### config.mk
export PLATFORM = sky130hd
export DESIGN_NAME = video_timing_gen
export DESIGN_NICKNAME = d
export VERILOG_FILES = /design/src/rtl/video_timing_pkg.sv /design/src/rtl/video_timing_gen_sync_delay.sv /design/src/rtl/video_timing_gen.sv
export SDC_FILE = /design/constraint.sdc
export NUM_CORES = 1
export LEC_CHECK = 0
export ABC_AREA = 1
export BUFFER_PORTS_ARGS = -buffer_cell sky130_fd_sc_hd__clkbuf_2
export CAP_MARGIN = 20
export CORE_ASPECT_RATIO = 0.9
export CORE_MARGIN = 5
export CORE_UTILIZATION = 24
export DETAILED_ROUTE_END_ITERATION = 16
export GPL_TIMING_DRIVEN = 0
export MAX_ROUTING_LAYER = met4
export PLACE_DENSITY_LB_ADDON = 0.2
export SYNTH_ARGS = -nofsm -noshare
export SYNTH_HDL_FRONTEND = slang
export SYNTH_HIERARCHICAL = 1
export SYNTH_SLANG_ARGS = --single-unit
### constraint.sdc
create_clock -name clk_pix -period 1.9 [get_ports clk_pix]
set_input_delay 0.475 -clock clk_pix [delete_from_list [all_inputs] [get_ports clk_pix]]
set_output_delay 0.475 -clock clk_pix [all_outputs]
set_load 0.05 [all_outputs]
### src/rtl/video_timing_pkg.sv
// Shared timing constants, colour-bar table and helpers for the raster timing generator.
// The optional colour-bar test pattern is enabled with the TEST_PATTERN_EN macro.
package video_timing_pkg;

  // One complete raster description (all values in pixels or lines).
  typedef struct packed {
    int h_active;
    int h_fp;
    int h_sync;
    int h_bp;
    int v_active;
    int v_fp;
    int v_sync;
    int v_bp;
  } timing_t;

  // CEA-861 1280x720@60 (74.25 MHz pixel clock).
  localparam timing_t TIMING_720P60 = '{
    h_active: 1280, h_fp: 110, h_sync: 40, h_bp: 220,
    v_active: 720,  v_fp: 5,   v_sync: 5,  v_bp: 20
  };

  // VESA 640x480@60 (25.175 MHz pixel clock).
  localparam timing_t TIMING_480P60 = '{
    h_active: 640, h_fp: 16, h_sync: 96, h_bp: 48,
    v_active: 480, v_fp: 10, v_sync: 2,  v_bp: 33
  };

  // Colour bars left to right: white, yellow, cyan, green, magenta, red, blue, black.
  localparam logic [23:0] BAR_RGB [8] = '{
    24'hFFFFFF, 24'hFFFF00, 24'h00FFFF, 24'h00FF00,
    24'hFF00FF, 24'hFF0000, 24'h0000FF, 24'h000000
  };

  // Total pixels per line or lines per frame.
  function automatic int timing_total(input int active, input int fp,
                                      input int sync, input int bp);
    return active + fp + sync + bp;
  endfunction

endpackage

### src/rtl/video_timing_gen_sync_delay.sv
// Fixed-depth shift register; every stage loads RST_VAL on a synchronous active-low reset.
module sync_delay #(
  parameter int             W       = 1,
  parameter int             DEPTH   = 1,
  parameter logic [W-1:0]   RST_VAL = '0
) (
  input  logic         clk,
  input  logic         rst_n,
  input  logic [W-1:0] d,
  output logic [W-1:0] q
);

  logic [W-1:0] stage [DEPTH];

  // Shift d through DEPTH registers; reset clears the whole line so nothing stale leaks out.
  always_ff @(posedge clk) begin
    if (!rst_n) begin
      for (int i = 0; i < DEPTH; i++) begin
        stage[i] <= RST_VAL;
      end
    end else begin
      stage[0] <= d;
      for (int i = 1; i < DEPTH; i++) begin
        stage[i] <= stage[i-1];
      end
    end
  end

  assign q = stage[DEPTH-1];

endmodule

### src/rtl/video_timing_gen.sv
// Raster timing generator for the DVI/HDMI output stage.
// x/y/active_req/line_start/frame_start are undelayed (for the pixel source);
// hsync/vsync/de (and tp_rgb) are delayed PIPE_DLY cycles to line up with the
// pixel source's RGB at the TMDS block. Optional macro: TEST_PATTERN_EN adds
// an 8-bar colour pattern on tp_rgb; otherwise tp_rgb is tied to zero.
module video_timing_gen
  import video_timing_pkg::*;
#(
  parameter int CW       = 12,
  parameter int H_ACTIVE = 1280,
  parameter int H_FP     = 110,
  parameter int H_SYNC   = 40,
  parameter int H_BP     = 220,
  parameter int V_ACTIVE = 720,
  parameter int V_FP     = 5,
  parameter int V_SYNC   = 5,
  parameter int V_BP     = 20,
  parameter bit HS_POL   = 1'b1,
  parameter bit VS_POL   = 1'b1,
  parameter int PIPE_DLY = 2
) (
  input  logic          clk_pix,
  input  logic          rst_pix_n,
  input  logic          en,
  output logic [CW-1:0] x,
  output logic [CW-1:0] y,
  output logic          active_req,
  output logic          line_start,
  output logic          frame_start,
  output logic          hsync,
  output logic          vsync,
  output logic          de,
  output logic [23:0]   tp_rgb
);

  localparam int H_TOTAL = timing_total(H_ACTIVE, H_FP, H_SYNC, H_BP);
  localparam int V_TOTAL = timing_total(V_ACTIVE, V_FP, V_SYNC, V_BP);

  // Decode bounds are one bit wider than the counters so a total of exactly 2^CW still fits.
  localparam logic [CW:0] H_ACT_END = (CW+1)'(H_ACTIVE);
  localparam logic [CW:0] HS_START  = (CW+1)'(H_ACTIVE + H_FP);
  localparam logic [CW:0] HS_END    = (CW+1)'(H_ACTIVE + H_FP + H_SYNC);
  localparam logic [CW:0] V_ACT_END = (CW+1)'(V_ACTIVE);
  localparam logic [CW:0] VS_START  = (CW+1)'(V_ACTIVE + V_FP);
  localparam logic [CW:0] VS_END    = (CW+1)'(V_ACTIVE + V_FP + V_SYNC);
  localparam logic [CW-1:0] H_LAST  = CW'(H_TOTAL - 1);
  localparam logic [CW-1:0] V_LAST  = CW'(V_TOTAL - 1);

  if (PIPE_DLY < 1 || PIPE_DLY > 8) begin : g_bad_pipe_dly
    $error("video_timing_gen: PIPE_DLY must be in 1..8");
  end
  if (longint'(H_TOTAL) > (longint'(1) << CW)) begin : g_bad_h_total
    $error("video_timing_gen: H_TOTAL does not fit in CW bits");
  end
  if (longint'(V_TOTAL) > (longint'(1) << CW)) begin : g_bad_v_total
    $error("video_timing_gen: V_TOTAL does not fit in CW bits");
  end

  logic [CW-1:0] h;
  logic [CW-1:0] v;
  logic [CW:0]   h_ext;
  logic [CW:0]   v_ext;
  logic          hs_raw;
  logic          vs_raw;
  logic [2:0]    sync_raw;
  logic [2:0]    sync_dly;

  // Raster counters: advance one pixel per enabled cycle, wrap line then frame.
  always_ff @(posedge clk_pix) begin
    if (!rst_pix_n) begin
      h <= '0;
      v <= '0;
    end else if (en) begin
      if (h == H_LAST) begin
        h <= '0;
        v <= (v == V_LAST) ? '0 : v + 1'b1;
      end else begin
        h <= h + 1'b1;
      end
    end
  end

  assign x     = h;
  assign y     = v;
  assign h_ext = {1'b0, h};
  assign v_ext = {1'b0, v};

  // Undelayed decode; a frozen raster (en=0) reports nothing active and no sync.
  assign active_req  = en && (h_ext < H_ACT_END) && (v_ext < V_ACT_END);
  assign line_start  = en && (h == '0);
  assign frame_start = en && (h == '0) && (v == '0);
  assign hs_raw      = en && (h_ext >= HS_START) && (h_ext < HS_END);
  assign vs_raw      = en && (v_ext >= VS_START) && (v_ext < VS_END);

  // Polarity is applied before the delay line so the registers hold output levels directly.
  assign sync_raw = {hs_raw ? HS_POL : ~HS_POL, vs_raw ? VS_POL : ~VS_POL, active_req};

  sync_delay #(
    .W       (3),
    .DEPTH   (PIPE_DLY),
    .RST_VAL ({~HS_POL, ~VS_POL, 1'b0})
  ) u_sync_dly (
    .clk   (clk_pix),
    .rst_n (rst_pix_n),
    .d     (sync_raw),
    .q     (sync_dly)
  );

  assign {hsync, vsync, de} = sync_dly;

`ifdef TEST_PATTERN_EN
  logic [2:0]  bar_sel;
  logic [23:0] rgb_raw;

  // Bar index = x*8/H_ACTIVE; only meaningful while active, so gate to black otherwise.
  // Because rgb_raw is zero whenever active_req is zero and both share one reset,
  // the delayed tp_rgb is zero whenever delayed de is zero.
  assign bar_sel = 3'(({3'b000, h} << 3) / (CW+3)'(H_ACTIVE));
  assign rgb_raw = active_req ? BAR_RGB[bar_sel] : 24'h0;

  sync_delay #(
    .W       (24),
    .DEPTH   (PIPE_DLY),
    .RST_VAL (24'h0)
  ) u_tp_dly (
    .clk   (clk_pix),
    .rst_n (rst_pix_n),
    .d     (rgb_raw),
    .q     (tp_rgb)
  );
`else
  assign tp_rgb = 24'h0;
`endif

endmodule
After elaboration in Yosys (flattened, before gate mapping)
Memories as Yosys holds them, arrays and structs flattened.
Index checks and enable logic that the tools add are counted.
- register bits after elaboration: 24
- bits in writable memories: 6
- bits of input ports: 3
- output and inout port bits: 54
- logic and storage cells: 34
- memories: 1
- memories (name ; depth ; width ; rd ports ; clocked after Yosys merged registers in ; write ports ; line ; source):
    u_sync_dly.stage ; 2 ; 3 ; 2 ; 0 ; 2 ; video_timing_gen_sync_delay.sv:13 ; logic [W-1:0] stage [DEPTH];
- $add $sub $neg: 2
- magnitude comparators: 6
- equal/unequal tests: 2
- mux-type cells: 8
- bitwise logic cells: 2
- reduce and logical (&&, ||, !) cells: 11
- operator list (kind ; count):
    adder 12 x 1 -> 12 bit, second input constant ; 2
    logical NOT 12 bit ; 2
    less-than comparator 12 x 10 -> 1 bit, second input constant ; 2
    less-than comparator 12 x 11 -> 1 bit, second input constant ; 2
    two-way mux 12 bit ; 2
    == test 12 x 10 -> 1 bit, second input constant ; 1
    == test 12 x 11 -> 1 bit, second input constant ; 1
    greater-or-equal comparator 12 x 10 -> 1 bit, second input constant ; 1
    greater-or-equal comparator 12 x 11 -> 1 bit, second input constant ; 1
    logical AND 1 bit ; 8
    two-way mux 3 bit ; 2
    two-way mux 1 bit ; 4
    OR 1 bit ; 2
    AND reduction 2 bit ; 1

Logic depth before layout (Yosys ltp)
- depth after elaboration: 5
- gate-level depth with buffers: 9
- gate-level depth less buffers: 9

By module
Netlist, hierarchy kept.
- by module, submodules not included (module ; times used ; cells an instance ; area each (um^2) ; sequential area each (um^2)):
    video_timing_gen ; 1 ; 295 ; 1884.3 ; 480.5
    sync_delay ; 1 ; 21 ; 187.7 ; 120.1

Worst setup path before layout
No wires, ideal clock.
- kind: register -> output
- start: reg v[8] (netlist: y[8])
- end: out active_req
- data arrival time: 2.178 ns
- data required time: 1.425 ns
- slack: -0.753 ns
- cell stages (with the launch flop): 7
- path buffers: 0
- path through: dfxtp_1 -> inv_1 -> nand3_1 -> nor2_1 -> inv_1 -> nor2_1 -> nor3_1
- word-level cells in the longest chain between the ends: 2
- ends and longest elaborated chain (what ; line ; source):
    from (decl) ; video_timing_gen.sv:60 ; logic [CW-1:0] v;
    from (signal assigned) ; video_timing_gen.sv:76 ; v <= (v == V_LAST) ? '0 : v + 1'b1;
    less-than comparator 12 x 10 -> 1 bit ; video_timing_gen.sv:89 ; assign active_req = en && (h_ext < H_ACT_END) && (v_ext < V_ACT_END);
    logical AND 1 bit ; video_timing_gen.sv:89 ;
    to (decl) ; video_timing_gen.sv:27 ; output logic active_req,
No other way between the ends.

Worst setup path after layout
- start: reg v[0] (netlist: y[0])
- end: out frame_start
- word-level cells in the longest chain between the ends: 2
- ends and longest elaborated chain (what ; line ; source):
    logical NOT 12 bit ; video_timing_gen.sv:91 ; assign frame_start = en && (h == '0) && (v == '0);
    logical AND 1 bit ; video_timing_gen.sv:91 ;
    to (decl) ; video_timing_gen.sv:29 ; output logic frame_start,
No other way between the ends.

==> flow_summary.json <==
{
  "critPathCaptureType": "output pin",
  "initial_utilization_pct": 24.4,
  "grt_use_total_pct": 11.8,
  "route.detailed.wl_per_inst_um": 11.5,
  "clock_latency_ps": 290,
  "htreeDepth": 2,
  "synth_top_family_by_area": "simple AND/OR/NAND/NOR gates",
  "antenna_found_initial": 0,
  "reg2reg_to": "y[10]",
  "grt_pass1_vias": 1887,
  "async_flop_share_pct": 0,
  "nets": 404,
  "drc": 0,
  "coreArea_sq_um": 8490,
  "gp_congestion": 0.857,
  "period_minus_slack_ps": 1960,
  "critPathLaunchType": "register",
  "power_mw": 1.75,
  "violations": "negative setup slack",
  "ios": 57,
  "grt_setup_unrepaired": "yes",
  "arrival_ps": 1490,
  "die-height_um": 98.1,
  "die_w_um": 108,
  "skew_ps": 8.42,
  "grt_pass1_wl_um": 9680,
  "ys_seq_area_share_pct": 29.0,
  "row_count": 32,
  "ant_nets": 0,
  "clk_pin_slew_ps": 70,
  "cap_violations": 0,
  "synth-edff-count": 0,
  "ys_seq_elements": 30,
  "cts.sinks": 30,
  "syn_area_sq_um": 2070,
  "cts_root_buffer": "clkbuf_8",
  "numCtsBuffers": 5,
  "drtPass1Iterations": 4,
  "hold_buffers": 0,
  "slew_headroom_pct": 56.0,
  "crit_type": "register to output pin",
  "drive_gt1_share_pct": 37.0,
  "fmax_mhz": 509,
  "cp-startpoint": "y[0]",
  "p_per_area_nw_per_um2": 597,
  "grt_max_degree": 11,
  "yosys-top-cells-count": "nand2_1, inv_1, nor2_1",
  "drt_iter0_markers": 95,
  "crit_end": "frame_start",
  "hpwl_um": 4310,
  "cp_max_fo": 4,
  "setup_ws_ps": -63.9,
  "die_area_sq_um": 10600,
  "yosysUniqueCellTypes": 25,
  "postSynthCellCount": 316,
  "crit_required_ps": 1420,
  "cts_tree": "yes",
  "regToRegSetupSlack_ps": 140,
  "yosys-top-cells-area": "dfxtp_1, nand2_1, buf_4",
  "outcome": "finished with violations",
  "yosys.area_share.simple_pct": 38.0,
  "yosysTopAreaCell": "dfxtp_1",
  "fin_crit_sh_pct": 103,
  "synth_compound_area_share_pct": 6.94,
  "worstMarginPinSlew_ps": 660,
  "rr_startpoint": "x[1]",
  "synth_top_area_share_pct": 29.0,
  "min_path_type": "register to register",
  "synth_fa_ha_area_share_pct": 4.23,
  "io_buffer_count": 31,
  "postSynthAreaPerCell_sq_um": 6.56,
  "vias": 2079,
  "hold_viol_final": 0,
  "p_leak_nw": 1.34,
  "area_growth_pct": 41.1,
  "setup_violations": 2,
  "synthFlopType": "dfxtp_1",
  "tns_ps": -85.3,
  "routed_wl_um": 5900,
  "synth_most_common_cell": "nand2_1",
  "r2r_cells": 9,
  "clockBufferDepth": 2,
  "diodes": 0,
  "synthMuxAreaShare_pct": 0,
  "ir_worst_vdd_mv": 0.387,
  "vias_per_cell": 4.04,
  "drv_slew": 0,
  "synthXorXnorAreaFrac_pct": 2.11,
  "ys_warn_count": 6,
  "grt_remaining_overflow": 0
}
[stage by stage]
step	instances	hold slack [ps]	cell area (sq um)	utilization (%)	setup WS [ps]
3_5_place_dp	489	397	2480	29.2	-318
5_1_grt	514	442	2920	34.4	-124
6_report	514	408	2920	34.4	-63.9
4_1_cts	505	412	2800	32.9	-103
2_1_floorplan	339	386	2180	-	-97.6
3_3_place_gp	489	397	2480	29.2	-325
[cells in the final DEF (no fill, tap or decap), drive strengths merged]
| cell | instances |
|---|---|
| a21oi | 21 |
| conb | 24 |
| ha | 7 |
| clkinvlp | 1 |
| inv | 47 |
| o21bai | 1 |
| o21ai | 4 |
| nor2 | 47 |
| a211oi | 1 |
| nor4 | 3 |
| xor2 | 5 |
| clkbuf | 35 |
| nand3 | 25 |
| nand3b | 1 |
| bufinv | 2 |
| nand2 | 70 |
| buf | 50 |
| nor3 | 7 |
| dfxtp | 30 |
| nand4 | 14 |
[layer usage]
| layer | vias up | global-route usage [%] | part of all wire, % |
|---|---|---|---|
| li1 | 1119 | - | - |
| met1 | 912 | 16.0 | 49 |
| met2 | 42 | 17.5 | 46 |
| met3 | 6 | 2.58 | 3.7 |
| met4 | 0 | 3.40 | 1.2 |
| met5 | - | - | 0 |
[critical path: stages (launching register included)]
cell     delay (ps)
dfxtp_4         370
inv_4            60
ha_1            130
nand2_1          50
nor2_1          120
nand4_1         170
nor2_4          160
buf_8           160
[worst min-delay path by stage]
stage                                 startpoint                endpoint  slack (ps)  cells after the start
after CTS                 u_sync_dly/stage[0][1]  u_sync_dly/stage[0][4]         410                      2
after detailed placement  u_sync_dly/stage[0][0]  u_sync_dly/stage[0][3]         400                      2
final                     u_sync_dly/stage[0][1]  u_sync_dly/stage[0][4]         410                      2
after floorplan           u_sync_dly/stage[0][1]  u_sync_dly/stage[0][4]         390                      2
after global placement    u_sync_dly/stage[0][1]  u_sync_dly/stage[0][4]         400                      2
after global routing      u_sync_dly/stage[0][0]  u_sync_dly/stage[0][3]         440                      2
[state kept, by name (all words and copies together), names as in the netlist]
signal / count
y: 12
x: 12
u_sync_dly/stage: 6
[cells by family after synthesis]
kind of cell | Yosys count
buffers and inverters | 79
AO/OA/AOI/OAI | 27
flip-flops | 30
AND/OR/NAND/NOR | 167
XOR/XNOR | 5
other | 1
adder cells (fa/ha/maj) | 7
[timing repair]
| action | in CTS | in global routing |
|---|---|---|
| setup buffers | 8 | 9 |
| resized for setup | 42 | 22 |
| cloned | 0 | 0 |
| setup endpoints to repair | 3 | 3 |
| pin swaps | 9 | 9 |
[power by group]
| part | switching, mW | internal [mW] | total (mW) | leakage (nW) |
|---|---|---|---|---|
| logic | 0.207 | 0.0849 | 0.292 | 1.01 |
| clock network | 0.269 | 0.560 | 0.829 | 0.0714 |
| registers | 0.00494 | 0.619 | 0.624 | 0.253 |
[layout make-up]
class                      count  area [sq um]
buffer                        31           226
tap                          119           149
timing repair buffer          48           313
clock buffer                   6          82.6
fill                         956          5570
sequential                    30           648
clock inverter                 2          60.1
multi-input combinational    230          1250
inverter                      48           194
Note: power is estimated with default switching activity, not from simulation.
